`config.mk`:
```
export PLATFORM = sky130hd
export DESIGN_NAME = irom_loader
export DESIGN_NICKNAME = d
export VERILOG_FILES = /design/src/rtl/types_pkg.sv /design/src/rtl/irom_loader.sv
export SDC_FILE = /design/constraint.sdc
export NUM_CORES = 1
export LEC_CHECK = 0
export ABC_AREA = 1
export CORE_ASPECT_RATIO = 1.25
export CORE_MARGIN = 2
export CORE_UTILIZATION = 25
export CTS_BUF_LIST = sky130_fd_sc_hd__clkbuf_4 sky130_fd_sc_hd__clkbuf_8
export CTS_CLUSTER_SIZE = 24
export DETAILED_ROUTE_END_ITERATION = 7
export PLACE_DENSITY = 0.46
export SYNTH_ARGS = -nofsm -noshare
export SYNTH_HDL_FRONTEND = slang
export SYNTH_SLANG_ARGS = --single-unit
```
`constraint.sdc`:
```
create_clock -name CLK -period 2.4 [get_ports CLK]
set_clock_uncertainty 0.2 [all_clocks]
set_input_delay 0.48 -clock CLK [delete_from_list [all_inputs] [get_ports CLK]]
set_output_delay 0.48 -clock CLK [all_outputs]
set_load 0.02 [all_outputs]
```
`src/rtl/types_pkg.sv`:
```
`default_nettype none
// ============================================================================
// Package     : types_pkg
// Description : Shared node types. Instruction word, program counter, IROM
//               depth and the IROM loader state encoding.
// Revision    : 1.0 - initial release with loader state enum
// ============================================================================
package types_pkg;

  localparam int IROM_SIZE = 16;

  typedef logic [15:0] i_t;
  typedef logic [3:0]  pc_t;

  typedef enum logic [2:0] {
    IDLE = 3'd0,
    DATA = 3'd1,
    CHK  = 3'd2,
    FILL = 3'd3,
    DONE = 3'd4
  } ldr_state_t;

endpackage
`default_nettype wire

```
`src/rtl/irom_loader.sv`:
```
`default_nettype none
// ============================================================================
// Module      : irom_loader
// Description : Loads a length-prefixed, XOR-checksummed program from a
//               valid/ready byte stream into the node IROM. Words are built
//               little-endian, the unused tail is zero-filled, and the node is
//               held stalled for the whole load.
// Ports       : CLK, nRST      - clock, asynchronous active-low reset
//               rx_data/valid  - incoming stream byte and its qualifier
//               rx_ready       - loader accepts a byte (state decode only)
//               idata/iaddr    - registered IROM write data and address
//               iwen           - registered IROM write enable, 1 cycle/word
//               node_hold      - stall node, pc held at 0
//               done           - one-cycle pulse at the end of every load
//               err            - sticky bad-length / checksum error flag
// Revision    : 1.0 - initial release
// ============================================================================
module irom_loader
  import types_pkg::*;
#(
  parameter int IW    = $bits(i_t),
  parameter int DEPTH = IROM_SIZE,
  parameter int AW    = $bits(pc_t)
) (
  input  logic          CLK,
  input  logic          nRST,
  input  logic [7:0]    rx_data,
  input  logic          rx_valid,
  output logic          rx_ready,
  output logic [IW-1:0] idata,
  output logic [AW-1:0] iaddr,
  output logic          iwen,
  output logic          node_hold,
  output logic          done,
  output logic          err
);

  localparam int BPI = (IW + 7) / 8;
  localparam int SW  = BPI * 8;
  localparam int BCW = (BPI > 1) ? $clog2(BPI) : 1;

  localparam logic [BCW-1:0] LAST_BYTE = BCW'(BPI - 1);
  localparam logic [BCW-1:0] BCNT_ONE  = BCW'(1);
  localparam logic [AW:0]    LAST_ADDR = (AW + 1)'(DEPTH - 1);
  localparam logic [AW:0]    END_ADDR  = (AW + 1)'(DEPTH);
  localparam logic [AW:0]    ADDR_ONE  = (AW + 1)'(1);
  localparam logic [7:0]     MAX_LEN   = 8'(DEPTH);

  ldr_state_t     r_state;
  ldr_state_t     w_state_nxt;

  // r_addr is one bit wider than iaddr so a full program can end at DEPTH.
  logic [AW:0]    r_addr;
  logic [AW:0]    r_n;
  logic [7:0]     r_csum;
  logic [SW-1:0]  r_shift;
  logic [BCW-1:0] r_bcnt;
  logic           r_err;
  logic           r_iwen;
  logic [AW-1:0]  r_iaddr;
  logic [IW-1:0]  r_idata;

  logic [SW-1:0]  w_shift_nxt;
  logic           w_accept;
  logic           w_word_end;
  logic           w_last_word;
  logic           w_len_bad;
  logic           w_csum_ok;

  // Decoded from state only, so it never depends on rx_valid.
  assign rx_ready = (r_state == IDLE) || (r_state == DATA) || (r_state == CHK);
  assign w_accept = rx_valid && rx_ready;

  // New byte enters at the top; after BPI bytes the first byte sits lowest.
  assign w_shift_nxt = (r_shift >> 8) | (SW'(rx_data) << (SW - 8));
  assign w_word_end  = (r_bcnt == LAST_BYTE);
  assign w_last_word = ((r_addr + ADDR_ONE) == r_n);
  assign w_len_bad   = (rx_data > MAX_LEN);
  assign w_csum_ok   = (rx_data == r_csum);

  assign idata = r_idata;
  assign iaddr = r_iaddr;
  assign iwen  = r_iwen;
  assign err   = r_err;

  always_ff @(posedge CLK or negedge nRST) begin
    if (!nRST) r_state <= IDLE;
    else       r_state <= w_state_nxt;
  end

  always_comb begin
    w_state_nxt = r_state;
    node_hold   = 1'b0;
    done        = 1'b0;
    case (r_state)
      IDLE: begin
        if (rx_valid) begin
          if (w_len_bad)             w_state_nxt = FILL;
          else if (rx_data == 8'd0)  w_state_nxt = CHK;
          else                       w_state_nxt = DATA;
        end
      end
      DATA: begin
        node_hold = 1'b1;
        if (rx_valid && w_word_end && w_last_word) w_state_nxt = CHK;
      end
      CHK: begin
        node_hold = 1'b1;
        // A good full-depth program leaves nothing to fill.
        if (rx_valid) begin
          w_state_nxt = (w_csum_ok && (r_addr == END_ADDR)) ? DONE : FILL;
        end
      end
      FILL: begin
        node_hold = 1'b1;
        if (r_addr == LAST_ADDR) w_state_nxt = DONE;
      end
      DONE: begin
        done        = 1'b1;
        w_state_nxt = IDLE;
      end
      default: w_state_nxt = IDLE;
    endcase
  end

  always_ff @(posedge CLK or negedge nRST) begin
    if (!nRST) begin
      r_n     <= '0;
      r_addr  <= '0;
      r_csum  <= '0;
      r_shift <= '0;
      r_bcnt  <= '0;
      r_err   <= 1'b0;
      r_iwen  <= 1'b0;
      r_iaddr <= '0;
      r_idata <= '0;
    end else begin
      r_iwen <= 1'b0;
      case (r_state)
        IDLE: begin
          if (w_accept) begin
            r_n    <= rx_data[AW:0];
            r_csum <= rx_data;
            r_err  <= w_len_bad;
            r_addr <= '0;
            r_bcnt <= '0;
          end
        end
        DATA: begin
          if (w_accept) begin
            r_csum  <= r_csum ^ rx_data;
            r_shift <= w_shift_nxt;
            if (w_word_end) begin
              r_bcnt  <= '0;
              r_iwen  <= 1'b1;
              r_iaddr <= r_addr[AW-1:0];
              r_idata <= w_shift_nxt[IW-1:0];
              r_addr  <= r_addr + ADDR_ONE;
            end else begin
              r_bcnt <= r_bcnt + BCNT_ONE;
            end
          end
        end
        CHK: begin
          // On mismatch the fill restarts at 0 to wipe the partial program.
          if (w_accept && !w_csum_ok) begin
            r_err  <= 1'b1;
            r_addr <= '0;
          end
        end
        FILL: begin
          r_iwen  <= 1'b1;
          r_iaddr <= r_addr[AW-1:0];
          r_idata <= '0;
          r_addr  <= r_addr + ADDR_ONE;
        end
        default: begin
        end
      endcase
    end
  end

endmodule
`default_nettype wire

```
==> results_dict.tcl, run 1 <==
set metrics [dict create \
    fillCellCount 1086 \
    synth_xor_area_share_pct 0 \
    worstPathRequired_ps 1720 \
    setup_violations 0 \
    cts_tree "done" \
    core_um2 9950 \
    rows 41 \
    syn_area_um2 2530 \
    stdcell_area_um2 3210 \
    grt_max_degree 24 \
    synthAdderAreaFrac_pct 1.48 \
    worst_skew_pair.late_latency_ps 310 \
    hold_depth 2 \
    yosysWarnings 0 \
    fp.dieW_um 94.0 \
    synth.distinct_cells 28 \
    combPwrFrac_pct 50.7 \
    multi_input_area_um2 1040 \
    routed_wl_um 6380 \
    yosys-mux-area-fraction_pct 0 \
    setup_slack_ps 99.6 \
    drtAntennaViolNets 0 \
    place_hpwl_um 4910 \
    switching_share_pct 44.0 \
    antenna_cells 0 \
    critPathArrivalTime_ps 1620 \
    crit_path_end_kind "output pin" \
    drive_gt1_share_pct 11.1 \
    die_height_um 116 \
    p_int_mw 2.32 \
    pwr-share-seq_pct 36.0 \
    initial_utilization_pct 25.4 \
    finalHoldViolCount 0 \
    ff_latch_area_um2 1300 \
    synth_compound_area_share_pct 14.1 \
    crit_buf_inv 1 \
    fin_crit_sh_pct 95.9 \
    antenna_found_initial 0 \
    first_pass_iters 4 \
    dieArea_um2 10900 \
    synth_seq_cells 52 \
    slew_violations 0 \
    clkTransAtPathRegs_ps 100 \
    cts_inserted_buffers 5 \
    rsz0062_at_grt "false" \
    power_switching_mw 1.83 \
    max_slew_margin_pct 71.0 \
    clock_sink_count 52 \
    placed_area_um2 3100 \
    hp-class "flop to flop" \
    grt_overflow 0 \
    yosysSeqAreaShare_pct 51.5 \
    ios 36 \
    nNetsFinal 382 \
    post_drt_wl_per_cell_um 12.8 \
    grt_pass1_vias 2135 \
    port_buffers 35 \
    root_buffer "clkbuf_8" \
    fmax_ghz 0.435 \
    syn_avg_cell_area_um2 7.98 \
    critical_path.startpoint_type "flop" \
    cpPeakStageDelay_ps 640 \
    slowest_stage "clkdlybuf4s50_1" \
    path_depth 2 \
    post-route-min-period_ps 2300 \
    synth_nets 331 \
    path_cells "nor3_1 -> clkdlybuf4s50_1" \
    synthToLayoutAreaGrowth_pct 27.0 \
    peakVddDrop_uv 402 \
    grt_pass1_wl_um 10600 \
    cap_viol_max_count 0 \
    synthCells 317 \
    r2r_cells 15 \
    powerDensity_nw_per_um2 1290 \
    status "complete, no violations" \
    drc 0 \
    dr_total_vias 2141 \
    p_clk_share_pct 13.3 \
    cts_buffer_depth 2 \
    dpl_worst_slack_ps -22.2 \
    via_per_inst 4.30 \
    cpLargestDelayFamily "buffers and inverters" \
    leakagePower_nw 1.56 \
    criticalPathCategory "flop to output pin" \
    synth-simple-area-share_pct 25.3 \
    gp_congestion 0.791 \
    drt-initial-drc-count 102 \
    htree_levels 2 \
    track_usage_pct 12.6 \
    worst_pin_slew_ps 435 \
    worstPathMaxFanout 6 \
    synth_top_family_by_area "simple AND/OR/NAND/NOR gates" \
]
==> synth_stat cells, drive strengths merged <==
cell type | instances | share of area, %
a21oi | 4 | 1.1
a22o | 8 | 2.8
a22oi | 1 | 0.30
a31oi | 1 | 0.25
buf | 5 | 1.3
clkbuf | 1 | 0.15
dfrtp | 52 | 51
ha | 3 | 1.5
inv | 42 | 6.2
nand2 | 115 | 17
nand3 | 11 | 2.2
nand3b | 2 | 0.59
nand4 | 2 | 0.49
nor2 | 21 | 3.5
nor3 | 5 | 1.2
o211ai | 8 | 2.4
o21ai | 36 | 7.3
==> path summary, 6_finish.rpt <==
check	from	endpoint	slack [ps]
worst max-delay path	r_state[1]$_DFFE_PN0P_	done	100
worst min-delay path	iaddr[2]$_DFFE_PN0P_	iaddr[2]$_DFFE_PN0P_	300
worst max register to register	r_addr[0]$_DFFE_PN0P_	r_state[1]$_DFFE_PN0P_	200
worst min register to register	iaddr[2]$_DFFE_PN0P_	iaddr[2]$_DFFE_PN0P_	300
max in group asynchronous	nRST	idata[8]$_DFFE_PN0P_	950
min in group asynchronous	nRST	err$_DFFE_PN0P_	430
==> layout make-up <==
cell class / instances / area share, %
Inverter: 42 / 4.91
Sequential cell: 52 / 40.5
Timing Repair Buffer: 50 / 14.3
Clock buffer: 6 / 2.57
Tap cell: 129 / 5.03
Clock inverter: 2 / 0.429
Multi-Input combinational cell: 217 / 32.3
==> power groups by stage <==
stage	clock, mW	combinational (mW)	sequential [mW]
2_1_floorplan	0	1.24	1.66
3_3_place_gp	0	2.12	1.52
3_5_place_dp	0	2.13	1.52
4_1_cts	0.574	2.13	1.51
5_1_grt	0.615	2.38	1.56
6_report	0.551	2.11	1.50
==> per-layer routing <==
layer / share of wire, % / wire (um) / track usage, % / vias up
met5: 0 / 0 / 0 / -
met4: 2.2 / 142 / 5.22 / 0
met3: 2.9 / 183 / 2.32 / 8
met2: 48 / 3080 / 21.8 / 33
met1: 47 / 2970 / 15.6 / 983
li1: - / - / - / 1117
==> placed cells by master (no fill, tap or decap), drive strengths merged, types with 8 or more instances in the layout <==
master	instances
nand2	115
dfrtp	52
inv	43
o21ai	36
clkdlybuf4s50	33
nor2	21
buf	15
nand3	11
a22o	8
o211ai	8
==> through the flow <==
| stage | power, mW | util (%) | instances | hold WS [ps] | setup TNS (ps) |
|---|---|---|---|---|---|
| global route | 4.55 | 32.3 | 498 | 323 | 0 |
| global placement | 3.64 | 31.2 | 489 | 261 | -87.1 |
| floorplan | 2.90 | - | 317 | -15.6 | 0 |
| detailed placement | 3.66 | 31.2 | 489 | 257 | -103 |
| finish | 4.15 | 32.3 | 498 | 297 | 0 |
| CTS | 4.21 | 32.2 | 498 | 304 | 0 |
==> kinds of logic after synthesis <==
logic type,Yosys count
and+or+nand+nor,156
AOI/OAI and AO/OA,58
DFF,52
buffers and inverters,48
adders and majority gates,3
==> flip-flops by register name (all words and copies together), names as in the netlist <==
| name | count |
|---|---|
| r_n | 5 |
| r_bcnt | 1 |
| r_addr | 5 |
| idata | 16 |
| r_state | 3 |
| err | 1 |
| r_shift | 8 |
| iwen | 1 |
| iaddr | 4 |
| r_csum | 8 |
==> tightest hold or removal path, stage by stage (launching register included) <==
cell,delay [ps]
dfrtp_1,360
nand2_1,50
o21ai_1,60
==> what timing repair did <==
item	CTS	global route
pin swaps	0	0
hold buffers	1	0
setup buffers	0	0
setup endpoints to repair	1	1
resized for setup	1	1
endpoints found under the hold margin	15	0
(Power assumes the default switching activity.)
==> run 2: changes to the inputs <==
--- a/config.mk
+++ b/config.mk
@@ -6,12 +6,14 @@
 export NUM_CORES = 1
 export LEC_CHECK = 0
 export ABC_AREA = 1
+export ABC_CLOCK_PERIOD_IN_PS = 2400
 export CORE_ASPECT_RATIO = 1.25
 export CORE_MARGIN = 2
 export CORE_UTILIZATION = 25
 export CTS_BUF_LIST = sky130_fd_sc_hd__clkbuf_4 sky130_fd_sc_hd__clkbuf_8
 export CTS_CLUSTER_SIZE = 24
 export DETAILED_ROUTE_END_ITERATION = 7
+export MAX_ROUTING_LAYER = met4
 export PLACE_DENSITY = 0.46
 export SYNTH_ARGS = -nofsm -noshare
 export SYNTH_HDL_FRONTEND = slang
==> results_dict.tcl, run 2 (same netlist as run 1, synthesis figures left out) <==
set metrics [dict create \
    dieArea_um2 10900 \
    track_usage_pct 13.0 \
    initial_utilization_pct 25.4 \
    first_pass_iters 4 \
    drt-initial-drc-count 92 \
    synthToLayoutAreaGrowth_pct 27.0 \
    post-route-min-period_ps 2310 \
    finalHoldViolCount 0 \
    cts_inserted_buffers 5 \
    clock_sink_count 52 \
    nNetsFinal 382 \
    cpPeakStageDelay_ps 640 \
    ios 36 \
    setup_slack_ps 94.6 \
    layout_commonest_cell "nand2_1" \
    fin_crit_sh_pct 96.1 \
    routed_wl_um 6350 \
    status "complete, no violations" \
    drive_gt1_share_pct 11.1 \
    grt_pass1_vias 2133 \
    via_per_inst 4.29 \
    multi_input_area_um2 1040 \
    gp_congestion 0.802 \
    antenna_cells 0 \
    max_slew_margin_pct 71.0 \
    slew_violations 0 \
    rows 41 \
    clkTransAtPathRegs_ps 100 \
    fp.dieW_um 94.0 \
    worst_skew_pair.late_latency_ps 310 \
    crit_path_end_kind "output pin" \
    core_um2 9950 \
    slowest_stage "clkdlybuf4s50_1" \
    dr_total_vias 2134 \
    place_hpwl_um 4910 \
    worstPathMaxFanout 6 \
    root_buffer "clkbuf_8" \
    setup_violations 0 \
    rsz0062_at_grt "false" \
    critical_path.startpoint_type "flop" \
    hold_depth 2 \
    ff_latch_area_um2 1300 \
    worst_pin_slew_ps 436 \
    cap_viol_max_count 0 \
    antenna_found_initial 0 \
    final_cell_mix "nand2_1 (111), dfrtp_1 (52), inv_1 (34)" \
    holdWs_ps 297 \
    r2r_cells 15 \
    drc 0 \
    fillCellCount 1086 \
    die_height_um 116 \
    leakagePower_nw 1.56 \
    criticalPathCategory "flop to output pin" \
    hp-class "flop to flop" \
    path_cells "nor3_1 -> clkdlybuf4s50_1" \
    htree_levels 2 \
    port_buffers 35 \
    post_drt_wl_per_cell_um 12.8 \
    grt_pass1_wl_um 10600 \
    peakVddDrop_uv 403 \
    cts_tree "done" \
    worstPathRequired_ps 1720 \
    grt_overflow 0 \
    post-cts-setup-buffers 0 \
    critPathArrivalTime_ps 1630 \
    cts_buffer_depth 2 \
    dpl_worst_slack_ps -22.2 \
    grt_max_degree 24 \
    drtAntennaViolNets 0 \
    largest_reg_flops 16 \
    fmax_ghz 0.434 \
    powerDensity_nw_per_um2 1290 \
]
-- run 2: worst paths after layout --
path	start	endpoint	slack, ps
max	r_state[1]$_DFFE_PN0P_	done	90
min	idata[9]$_DFFE_PN0P_	idata[9]$_DFFE_PN0P_	300
max reg2reg	r_addr[0]$_DFFE_PN0P_	r_state[1]$_DFFE_PN0P_	200
min reg2reg	idata[9]$_DFFE_PN0P_	idata[9]$_DFFE_PN0P_	300
max in group asynchronous	nRST	idata[8]$_DFFE_PN0P_	950
min in group asynchronous	nRST	r_n[3]$_DFFE_PN0P_	430
-- run 2: metal layers --
layer  share of wire, %  global-route usage, %  vias to the layer above
met1                 47                   15.6                      982
met4                1.9                   5.22                        0
met5                  0                      -                        -
li1                   -                      -                     1118
met2                 49                   21.8                       27
met3                2.3                   2.19                        7
-- run 2: where the power goes --
part	total [mW]	internal [mW]	leakage (nW)	switching, mW
registers	1.50	1.26	0.669	0.238
logic	2.10	0.828	0.841	1.28
clock network	0.550	0.237	0.0516	0.313
-- run 2: per-stage QoR --
step / utilization (%) / instances / TNS, ps / power, mW / instance area, um^2
final: 32.3 / 498 / 0 / 4.15 / 3210
after global routing: 32.3 / 498 / 0 / 4.55 / 3210
after CTS: 32.2 / 498 / 0 / 4.21 / 3210
after detailed placement: 31.2 / 489 / -103 / 3.66 / 3100
after global placement: 31.2 / 489 / -87.1 / 3.64 / 3100
after floorplan: - / 317 / 0 / 2.90 / 2530
-- run 2: timing repair --
item,CTS,global route
cloned,0,0
hold endpoints to repair,15,0
endpoints found under the setup margin,1,1
gates resized for setup,1,1
hold buffers,1,0
-- run 2: critical path: cells and delay by family, from the launching register on --
family | cells | cell delay [ps]
buf+inv | 1 | 640
flops | 1 | 460
simple gates | 1 | 220
-- run 2: cell type report --
class,instances,share of cell area (%)
sequential,52,40.5
multi-input combinational,217,32.3
timing repair buffer,50,14.3
tap,129,5.03
inverter,42,4.91
clock buffer,6,2.57
clock inverter,2,0.429
==> run 3: changes to the inputs <==
--- a/config.mk
+++ b/config.mk
@@ -7,6 +7,8 @@
 export LEC_CHECK = 0
 export ABC_AREA = 1
 export ABC_CLOCK_PERIOD_IN_PS = 2400
+export CELL_PAD_IN_SITES_DETAIL_PLACEMENT = 1
+export CELL_PAD_IN_SITES_GLOBAL_PLACEMENT = 1
 export CORE_ASPECT_RATIO = 1.25
 export CORE_MARGIN = 2
 export CORE_UTILIZATION = 25
@@ -14,7 +16,7 @@
 export CTS_CLUSTER_SIZE = 24
 export DETAILED_ROUTE_END_ITERATION = 7
 export MAX_ROUTING_LAYER = met4
-export PLACE_DENSITY = 0.46
+export PLACE_DENSITY = 0.51
 export SYNTH_ARGS = -nofsm -noshare
 export SYNTH_HDL_FRONTEND = slang
 export SYNTH_SLANG_ARGS = --single-unit
==> results_dict.tcl, run 3 (same netlist as run 1, synthesis figures left out) <==
set metrics [dict create \
    post_drt_wl_per_cell_um 13.8 \
    fp.dieW_um 94.0 \
    via_per_inst 4.49 \
    grt_pass1_vias 2261 \
    clock_sink_count 52 \
    worst_pin_slew_ps 418 \
    synthToLayoutAreaGrowth_pct 30.0 \
    routed_wl_um 6970 \
    rsz0062_at_grt "false" \
    status "complete, no violations" \
    rows 41 \
    core_um2 9950 \
    drt-initial-drc-count 47 \
    worstPathMaxFanout 5 \
    peakVddDrop_uv 414 \
    track_usage_pct 14.2 \
    nNetsFinal 389 \
    place_hpwl_um 5260 \
    drive_gt1_share_pct 14.1 \
    clkTransAtPathRegs_ps 110 \
    setup_violations 0 \
    cap_viol_max_count 0 \
    setup_slack_ps 85.4 \
    r2r_setup_slack_ps 210 \
    dpl_worst_slack_ps -1.64 \
    dieArea_um2 10900 \
    ios 36 \
    final_cell_mix "nand2_1 (109), dfrtp_1 (51), inv_1 (34)" \
    powerDensity_nw_per_um2 1290 \
    antenna_found_initial 0 \
    holdWs_ps 298 \
    first_pass_iters 4 \
    initial_utilization_pct 25.4 \
    htree_levels 2 \
    dr_total_vias 2269 \
    criticalPathCategory "flop to output pin" \
    utilization_pct 33.0 \
    layout_commonest_cell "nand2_1" \
    critPathArrivalTime_ps 1630 \
    cts_inserted_buffers 5 \
    finalHoldViolCount 0 \
    worstPathRequired_ps 1720 \
    cts_buffer_depth 2 \
    fmax_ghz 0.432 \
    slew_violations 0 \
    die_height_um 116 \
    gp_congestion 0.768 \
    post-route-min-period_ps 2310 \
    root_buffer "clkbuf_8" \
    hp-class "flop to flop" \
    grt_pass1_wl_um 11600 \
    grt_max_degree 53 \
    p_total_mw 4.25 \
    leakagePower_nw 1.59 \
    crit_path_end_kind "output pin" \
    critical_path.startpoint_type "flop" \
    port_buffers 35 \
    grt_overflow 0 \
    cts_tree "done" \
    drtAntennaViolNets 0 \
    post-cts-setup-buffers 0 \
    drc 0 \
    fin_crit_sh_pct 96.4 \
    antenna_cells 0 \
    largest_reg_flops 16 \
    max_slew_margin_pct 72.1 \
    worst_skew_pair.late_latency_ps 320 \
]
[run 3: power breakdown]
| group | internal [mW] | switching, mW | leakage [nW] |
|---|---|---|---|
| Combinational | 0.869 | 1.33 | 0.879 |
| Sequential | 1.26 | 0.231 | 0.668 |
| Clock | 0.215 | 0.338 | 0.0463 |
[run 3: path summary, 6_finish.rpt]
kind / from / endpoint / cells after the start
worst max-delay path: r_state[2]$_DFFE_PN0P_ / done / 3
worst min-delay path: iaddr[1]$_DFFE_PN0P_ / iaddr[1]$_DFFE_PN0P_ / 2
worst max register to register: r_addr[0]$_DFFE_PN0P_ / r_state[1]$_DFFE_PN0P_ / 15
worst min register to register: iaddr[1]$_DFFE_PN0P_ / iaddr[1]$_DFFE_PN0P_ / 2
max in group asynchronous: nRST / r_state[1]$_DFFE_PN0P_ / 3
min in group asynchronous: nRST / r_csum[6]$_DFFE_PN0P_ / 3
[run 3: what timing repair did]
action,4_1_cts,5_1_grt
hold buffers,1,0
gates resized for setup,2,5
endpoints found under the setup margin,1,3
endpoints found under the hold margin,52,0
pin swaps,0,1
[run 3: area by class of cell]
type / count / area, um^2
inverters: 42 / 158
flip-flops and latches: 52 / 1300
multi-input cells: 217 / 1050
fillers: 1258 / 6660
well taps: 129 / 161
clock inverters: 3 / 27.5
repair buffers: 57 / 524
clock buffers: 5 / 68.8
[run 3: worst max-delay path, stage by stage (launching register included)]
cell	delay (ps)
dfrtp_1	430
inv_2	90
nor3_1	160
clkdlybuf4s50_1	640
[run 3: per-stage QoR]
stage               cell area (um^2)  TNS (ps)  instances
floorplan                       2530         0        317
global placement                3170         0        496
detailed placement              3170     -1.64        496
CTS                             3280         0        505
global route                    3290         0        505
finish                          3290         0        505
[run 3: metal layers]
layer / share of wire [%] / GRT usage [%] / vias up
met3: 2.4 / 2.26 / 9
met5: 0 / - / -
met2: 49 / 24.0 / 37
li1: - / - / 1135
met1: 46 / 17.6 / 1088
met4: 1.8 / 4.35 / 0
